==> src/rtl/poly_result_reader_if.sv <==
// rtl/poly_result_reader_if.sv - host request/beat handshake and result-memory read bus
interface poly_result_reader_if #(
    parameter int ADDR_WIDTH = 10,
    parameter int RAMWIDTH   = 32
);
    logic                  req_i;
    logic [9:0]            key_i;
    logic [7:0]            len_i;
    logic                  mem_rd_en_o;
    logic [ADDR_WIDTH-1:0] mem_addr_o;
    logic [RAMWIDTH-1:0]   mem_dout_i;
    logic [127:0]          data_o;
    logic                  valid_o;
    logic                  ready_i;
    logic                  busy_o;
    logic                  done_o;
    logic                  err_o;

    modport slave (
        input  req_i, key_i, len_i, mem_dout_i, ready_i,
        output mem_rd_en_o, mem_addr_o, data_o, valid_o, busy_o, done_o, err_o
    );

    modport master (
        output req_i, key_i, len_i, mem_dout_i, ready_i,
        input  mem_rd_en_o, mem_addr_o, data_o, valid_o, busy_o, done_o, err_o
    );
endinterface

==> src/rtl/poly_result_reader.sv <==
// rtl/poly_result_reader.sv - reads len 4-word groups from the result memory and returns them as 128-bit beats
module poly_result_reader #(
    parameter int DEPTH      = 553,
    parameter int RAMWIDTH   = 32,
    parameter int ADDR_WIDTH = 10
) (
    input  logic                clk,
    input  logic                rst,
    poly_result_reader_if.slave bus
);
    localparam int CW = ADDR_WIDTH + 1;

    typedef enum logic [1:0] {IDLE, FETCH, HOLD, DONE} state_t;

    state_t          state, state_nxt;
    logic [CW-1:0]   cur;
    logic [7:0]      remaining;
    logic [2:0]      issue_cnt;
    logic            s1_vld, s2_vld, s1_ok, s2_ok;
    logic [1:0]      s1_idx, s2_idx;
    logic            accept, issue, handshake, last_cap, in_range;
    logic [CW-1:0]   rd_addr;
    logic [RAMWIDTH-1:0] word;

    always_comb begin
        accept    = (state == IDLE) && bus.req_i && (bus.len_i != 8'd0);
        issue     = (state == FETCH) && !issue_cnt[2];
        handshake = (state == HOLD) && bus.valid_o && bus.ready_i;
        last_cap  = s2_vld && (s2_idx == 2'd3);
        rd_addr   = cur + CW'(issue_cnt);
        in_range  = rd_addr < CW'(DEPTH);
        word      = s2_ok ? bus.mem_dout_i : '0;
    end

    always_ff @(posedge clk) begin
        if (rst) state <= IDLE;
        else     state <= state_nxt;
    end

    always_comb begin
        state_nxt = state;
        case (state)
            IDLE:  if (accept) state_nxt = FETCH;
            FETCH: if (last_cap) state_nxt = HOLD;
            HOLD:  if (handshake) state_nxt = (remaining > 8'd1) ? FETCH : DONE;
            DONE:  state_nxt = IDLE;
            default: state_nxt = IDLE;
        endcase
    end

    // Read tags travel two stages: issue register, then the memory's own read cycle.
    always_ff @(posedge clk) begin
        if (rst) begin
            cur             <= '0;
            remaining       <= '0;
            issue_cnt       <= '0;
            s1_vld          <= 1'b0;
            s1_ok           <= 1'b0;
            s1_idx          <= '0;
            s2_vld          <= 1'b0;
            s2_ok           <= 1'b0;
            s2_idx          <= '0;
            bus.mem_rd_en_o <= 1'b0;
            bus.mem_addr_o  <= '0;
            bus.data_o      <= '0;
            bus.valid_o     <= 1'b0;
            bus.busy_o      <= 1'b0;
            bus.done_o      <= 1'b0;
            bus.err_o       <= 1'b0;
        end else begin
            bus.done_o      <= 1'b0;
            bus.mem_rd_en_o <= 1'b0;
            s1_vld          <= issue;
            s2_vld          <= s1_vld;
            s2_ok           <= s1_ok;
            s2_idx          <= s1_idx;

            if (accept) begin
                cur         <= CW'(bus.key_i);
                remaining   <= bus.len_i;
                issue_cnt   <= '0;
                bus.err_o   <= 1'b0;
                bus.busy_o  <= 1'b1;
            end

            if (issue) begin
                bus.mem_rd_en_o <= in_range;
                if (in_range) bus.mem_addr_o <= rd_addr[ADDR_WIDTH-1:0];
                else          bus.err_o      <= 1'b1;
                issue_cnt <= issue_cnt + 3'd1;
                s1_ok     <= in_range;
                s1_idx    <= issue_cnt[1:0];
            end

            if (s2_vld) begin
                bus.data_o[32*s2_idx +: 32] <= word[31:0];
                if (last_cap) bus.valid_o <= 1'b1;
            end

            if (handshake) begin
                bus.valid_o <= 1'b0;
                cur         <= cur + CW'(4);
                remaining   <= remaining - 8'd1;
                issue_cnt   <= '0;
            end

            if (state == DONE) begin
                bus.done_o <= 1'b1;
                bus.busy_o <= 1'b0;
            end
        end
    end
endmodule

==> src/flat_wrapper.sv <==
// flat-port wrapper written by rule: the top's interface ports become plain ports
module poly_result_reader_flat 
#(
    parameter int DEPTH      = 553,
    parameter int RAMWIDTH   = 32,
    parameter int ADDR_WIDTH = 10
)
  (clk, rst, bus_req_i, bus_key_i, bus_len_i, bus_mem_dout_i, bus_ready_i, bus_mem_rd_en_o, bus_mem_addr_o, bus_data_o, bus_valid_o, bus_busy_o, bus_done_o, bus_err_o);
  poly_result_reader_if #(.ADDR_WIDTH(ADDR_WIDTH), .RAMWIDTH(RAMWIDTH)) bus_i ();
  input  logic clk;
  input  logic rst;
  input wire logic [$bits(bus_i.req_i)-1:0] bus_req_i;
  input wire logic [$bits(bus_i.key_i)-1:0] bus_key_i;
  input wire logic [$bits(bus_i.len_i)-1:0] bus_len_i;
  input wire logic [$bits(bus_i.mem_dout_i)-1:0] bus_mem_dout_i;
  input wire logic [$bits(bus_i.ready_i)-1:0] bus_ready_i;
  output wire logic [$bits(bus_i.mem_rd_en_o)-1:0] bus_mem_rd_en_o;
  output wire logic [$bits(bus_i.mem_addr_o)-1:0] bus_mem_addr_o;
  output wire logic [$bits(bus_i.data_o)-1:0] bus_data_o;
  output wire logic [$bits(bus_i.valid_o)-1:0] bus_valid_o;
  output wire logic [$bits(bus_i.busy_o)-1:0] bus_busy_o;
  output wire logic [$bits(bus_i.done_o)-1:0] bus_done_o;
  output wire logic [$bits(bus_i.err_o)-1:0] bus_err_o;
  assign bus_i.req_i = bus_req_i;
  assign bus_i.key_i = bus_key_i;
  assign bus_i.len_i = bus_len_i;
  assign bus_i.mem_dout_i = bus_mem_dout_i;
  assign bus_i.ready_i = bus_ready_i;
  assign bus_mem_rd_en_o = bus_i.mem_rd_en_o;
  assign bus_mem_addr_o = bus_i.mem_addr_o;
  assign bus_data_o = bus_i.data_o;
  assign bus_valid_o = bus_i.valid_o;
  assign bus_busy_o = bus_i.busy_o;
  assign bus_done_o = bus_i.done_o;
  assign bus_err_o = bus_i.err_o;
  poly_result_reader #(.DEPTH(DEPTH), .RAMWIDTH(RAMWIDTH), .ADDR_WIDTH(ADDR_WIDTH)) u_core (.clk(clk), .rst(rst), .bus(bus_i));
endmodule
==> config.mk <==
export PLATFORM = sky130hd
export DESIGN_NAME = poly_result_reader_flat
export DESIGN_NICKNAME = d
export VERILOG_FILES = /design/src/rtl/poly_result_reader_if.sv /design/src/rtl/poly_result_reader.sv /design/src/flat_wrapper.sv
export SDC_FILE = /design/constraint.sdc
export NUM_CORES = 1
export LEC_CHECK = 0
export BUFFER_PORTS_ARGS = -buffer_cell sky130_fd_sc_hd__buf_2
export CORE_MARGIN = 2
export CORE_UTILIZATION = 56
export DETAILED_ROUTE_END_ITERATION = 10
export MAX_ROUTING_LAYER = met4
export PLACE_DENSITY = 0.84
export SLEW_MARGIN = 20
export SYNTH_ARGS = -nofsm -noshare
export SYNTH_HDL_FRONTEND = slang
export SYNTH_SLANG_ARGS = --single-unit
export TNS_END_PERCENT = 30
==> constraint.sdc <==
create_clock -name clk -period 5.1 [get_ports clk]
set_clock_uncertainty 0.05 [all_clocks]
set_input_delay 0.51 -clock clk [delete_from_list [all_inputs] [get_ports clk]]
set_output_delay 0.51 -clock clk [all_outputs]
set_load 0.05 [all_outputs]
==> Word-level counts from Yosys, hierarchy flattened <==
Index checks and enable logic that the tools add are counted.
{ "word_totals": {"ff_bits": 175, "input_bits": 54, "out_inout_bits": 143, "elab_cells": 68} }
{ "classes": {"add_sub_neg": 5, "order_cmp": 2, "n_eq_ne": 7, "shifts": 2, "muxes": 17, "n_bitwise": 1, "n_reduce_logical": 17} }
{ "ops": {"columns": ["operator", "count"], "rows": [
  ["bitwise mux 128 bit", 1],
  ["variable shift 32 x 34 -> 128 bit (first input constant)", 1],
  ["variable part select 32 x 34 -> 128 bit", 1],
  ["negator 7 -> 34 bit", 1],
  ["two-way mux 32 bit", 1],
  ["two-way mux 11 bit", 2],
  ["two-way mux 8 bit", 2],
  ["adder 11 x 3 -> 11 bit", 1],
  ["adder 11 x 3 -> 11 bit (second input constant)", 1],
  ["< comparator 11 x 10 -> 1 bit (second input constant)", 1],
  ["> comparator 8 x 1 -> 1 bit (second input constant)", 1],
  ["two-way mux 2 bit", 4],
  ["case mux 2 bit (4 select lines)", 1],
  ["nonzero test 8 bit", 1],
  ["subtractor 8 x 1 -> 8 bit (second input constant)", 1],
  ["== test 2 bit (second input constant)", 3],
  ["logical AND 1 bit", 6],
  ["two-way mux 3 bit", 2],
  ["!= test 2 x 1 -> 1 bit (second input constant)", 3],
  ["OR reduction 2 bit", 3],
  ["two-way mux 1 bit", 4],
  ["AND reduction 2 bit", 2],
  ["nonzero test 2 bit", 2],
  ["adder 3 x 1 -> 3 bit (second input constant)", 1],
  ["5 further kinds", 5]
]} }

==> Longest topological paths before layout <==
{ "logic_depth": {"word_depth": 6, "depth_mapped": 9, "mapped_depth_nobuf": 8} }

==> Worst setup path before layout <==
Ideal clock, no wire load.
{ "synth_timing": {"path_type": "register to register", "startpoint": "register u_core.issue_cnt[0]", "endpoint": "register u_core.bus.mem_addr_o[5]", "arrival_ns": 2.495, "required_time_ns": 4.929, "path_slack_ns": 2.433, "stages_incl_launch_ff": 10, "n_path_buf": 1, "synth_period_minus_slack_ns": 2.667, "path_cell_list": "dfxtp_1 > ha_1 > fa_1 > a21oi_1 > nor3_1 > a41o_1 > and3_4 > a21oi_2 > buf_6 > mux2_4"} }
{ "synth_between": {"elab_chain_len": 3} }
{ "synth_rtl": {"columns": ["element", "line", "rtl"], "rows": [
  ["start, declared", "poly_result_reader.sv:18", "logic [2:0] issue_cnt;"],
  ["start signal, assigned", "poly_result_reader.sv:90", "issue_cnt <= issue_cnt + 3'd1;"],
  ["adder 11 x 3 -> 11 bit (*)", "poly_result_reader.sv:30", "rd_addr = cur + CW'(issue_cnt);"],
  ["< comparator 11 x 10 -> 1 bit", "poly_result_reader.sv:31", "in_range = rd_addr < CW'(DEPTH);"],
  ["AND reduction 2 bit (no line)", null, null],
  ["end signal, assigned", "poly_result_reader.sv:88", "if (in_range) bus.mem_addr_o <= rd_addr[ADDR_WIDTH-1:0];"],
  ["end, declared", "poly_result_reader_if.sv:21", "output mem_rd_en_o, mem_addr_o, data_o, valid_o, busy_o, done_o, err_o"]
]} }
Every way passes the cells marked *; elsewhere a longest branch is shown, timed or not.
A chain may end at the register's enable or synchronous reset.

==> Worst setup path after layout <==
{ "layout_timing": {"startpoint": "register u_core.issue_cnt[0]", "endpoint": "register u_core.bus.mem_addr_o[2]"} }
The elaborated chain is that of the path after synthesis.

==> qor.yml <==
placement:
  dpl.hpwl_mm: 12.3
  detailedPlace.worstSlack_ps: 1910
  postPlaceCellArea_um2: 7880
  gp_congestion: 0.931
  portBuffers: 196
final_layout:
  fin_area_um2: 8470
  num_antenna_cells: 0
  fillers: 947
  drive_above_1_share_pct: 28.0
  regArea_um2: 3510
  layout_common_cells: "buf_2 (195), dfxtp_1 (174), nor2_1 (152)"
  final_common_cell: "buf_2"
  synthToLayoutAreaGrowth_pct: 23.3
  fin_nets: 958
  multiInputGateArea_um2: 3080
timing:
  slew_headroom_pct: 39.2
  fin_setup_tns_ps: 0
  timing_hold_violations_final: 0
  max_freq_mhz: 307
  worst_slack_ps: 1850
  period_minus_slack_ps: 3250
  setup_viol: 0
  worst_pin_slew_ps: 912
  rsz0062_at_grt: "false"
  fin_crit_sh_pct: 63.8
  drv_slew: 0
clock_network:
  insertion_delay_ps: 420
  hold_buffers: 0
  ctsResizeCount: 0
  cts_tree: "yes"
  cts_root_buffer: "clkbuf_16"
  htree_levels: 4
  cts_num_sinks: 175
  post_cts_buffers: 0
  cts_buffers: 17
  cts_buffer_depth: 2
  clkSlewWorstSetupHoldPaths_ps: 70
setup_path:
  worstSetupPathType: "flip-flop to flip-flop"
  endpoint_kind: "flip-flop"
  path_max_fanout: 11
  cp-start-kind: "flip-flop"
  cp_data_required_time_ps: 5360
  cp.arrival_ps: 3510
drt:
  first_pass_iters: 8
  wl_per_cell_um: 18.4
  wirelength_mm: 19.3
  post_drt_via_cell_ratio: 6.29
  ant_nets: 0
  first_iter_violations: 875
  drc: 0
  detailroute.via_count: 6602
power_and_ir_drop:
  power.switching_mw: 0.720
  power_frac_seq_pct: 48.4
  power.leakage_nw: 3.63
  p_int_mw: 2.21
  power_mw: 2.93
  switching_share_pct: 24.6
  ir_drop_mv: 0.249
  clkPwrFrac_pct: 44.4
  power_density_nw_per_um2: 346
  combPwrFrac_pct: 7.3
floorplanning:
  initial_core_util_pct: 57.2
  die_area_um2: 13200
  core_area_um2: 12000
  fp-row-count: 40
  fp.dieW_um: 115
  die_y_um: 115
  io_pins: 197
synth:
  async_flop_share_pct: 0
  avgSynthCellArea_um2: 9.37
  syn_inst: 733
  synth_edf_count: 0
  syn_nets: 800
  ys.flop_type: "dfxtp_1"
  ys_ff_latch: 175
  yosysUniqueCellTypes: 59
  syn_area_um2: 6870
  ys_seq_area_share_pct: 51.0
  yosys_warnings: 0
status:
  status: "finished clean"
grt:
  grt_usage_pct: 29.7
  overflow: 0
  grt_pass1_wl_mm: 30.1
  grt_pass1_vias: 5829
  antenna_found_initial: 0
  grt_max_degree: 90
worst_hold_path:
  hold_class: "input pin to flip-flop"
flow_run:
  maxCapViolCount: 0
==> kinds of logic after synthesis <==
kind of cell | count (synthesis) | share of synthesized area, %
AOI/OAI and AO/OA | 203 | 23.7
xor gates and xnor gates | 7 | 0.893
adders and majority gates | 13 | 2.48
buffers and inverters | 79 | 4.54
DFF | 175 | 51.0
muxes | 9 | 1.55
and+or+nand+nor | 247 | 15.8
==> worst max-delay path, cell delays in order (launching register included) <==
cell and delay [ps]:
dfxtp_1 350, ha_1 260, fa_1 430, a21oi_1 430, nor3_1 140, a41o_1 300, and3_4 190, a21oi_2 560
mux2_2 410
==> final timing paths <==
path | startpoint | end | slack, ps | cells after the start
worst max-delay path | u_core.issue_cnt[0] | u_core.bus.mem_addr_o[2] | 1850 | 8
worst min-delay path | bus_len_i[0] | u_core.remaining[0] | 300 | 3
worst max register to register | u_core.issue_cnt[0] | u_core.bus.mem_addr_o[2] | 1850 | 8
worst min register to register | u_core.s1_vld | u_core.s2_vld | 390 | 1
==> per-layer routing <==
layer | wire (µm) | share of wire (%) | GRT usage, % | up-vias
li1 | - | - | - | 3056
met1 | 8260 | 43 | 40.1 | 3145
met2 | 9000 | 47 | 44.1 | 364
met3 | 1530 | 7.9 | 5.66 | 37
met4 | 509 | 2.6 | 11.9 | 0
met5 | 0 | 0 | - | -
==> final cells by class <==
class / instances / share of cell area (%)
Inverter: 10 / 0.443
Timing Repair Buffer: 208 / 12.7
Clock buffer: 21 / 5.44
Sequential cell: 175 / 41.4
Tap cell: 147 / 2.17
Multi-Input combinational cell: 479 / 36.3
Clock inverter: 10 / 1.51
==> power by group through the flow <==
stage	Sequential, mW	Clock (mW)	Combinational (mW)
finish	1.42	1.30	0.213
global route	1.42	1.36	0.232
CTS	1.42	1.31	0.210
detailed placement	1.45	0	0.208
global placement	1.45	0	0.207
floorplan	1.45	0	0.129
==> per-stage QoR <==
step / hold slack [ps] / std cells / utilization (%)
floorplan: 364 / 733 / -
global placement: 366 / 1019 / 65.6
detailed placement: 392 / 1019 / 65.6
CTS: 289 / 1050 / 70.5
global route: 298 / 1050 / 70.5
finish: 299 / 1050 / 70.5
==> flip-flops by register name (all words and copies together), names as in the netlist, 2 cells and up <==
signal,cells
u_core.s1_idx,2
u_core.remaining,8
u_core.issue_cnt,3
u_core.bus.data_o,128
u_core.state,2
u_core.cur,11
u_core.s2_idx,2
u_core.bus.mem_addr_o,10
==> cell usage after synthesis, types with 3 or more instances <==
cell,n,share of area (%)
mux2_4,3,0.66
inv_1,10,0.55
xnor2_1,5,0.64
dfxtp_1,175,51
nor3_1,9,0.66
nor2_1,152,8.3
mux2i_1,5,0.73
nand3_1,14,1.0
buf_2,6,0.44
nand2b_1,4,0.36
or3_1,6,0.55
a31oi_1,3,0.27
a221oi_1,4,0.51
o211ai_1,5,0.55
nor2b_1,10,0.91
ha_1,12,2.2
o21ai_0,8,0.58
clkbuf_1,61,3.3
a32oi_1,129,16
nor4_1,5,0.46
nand2_1,31,1.7
a21oi_1,26,1.9
and3_1,3,0.27
a211oi_1,6,0.66
(Power assumes the default switching activity.)
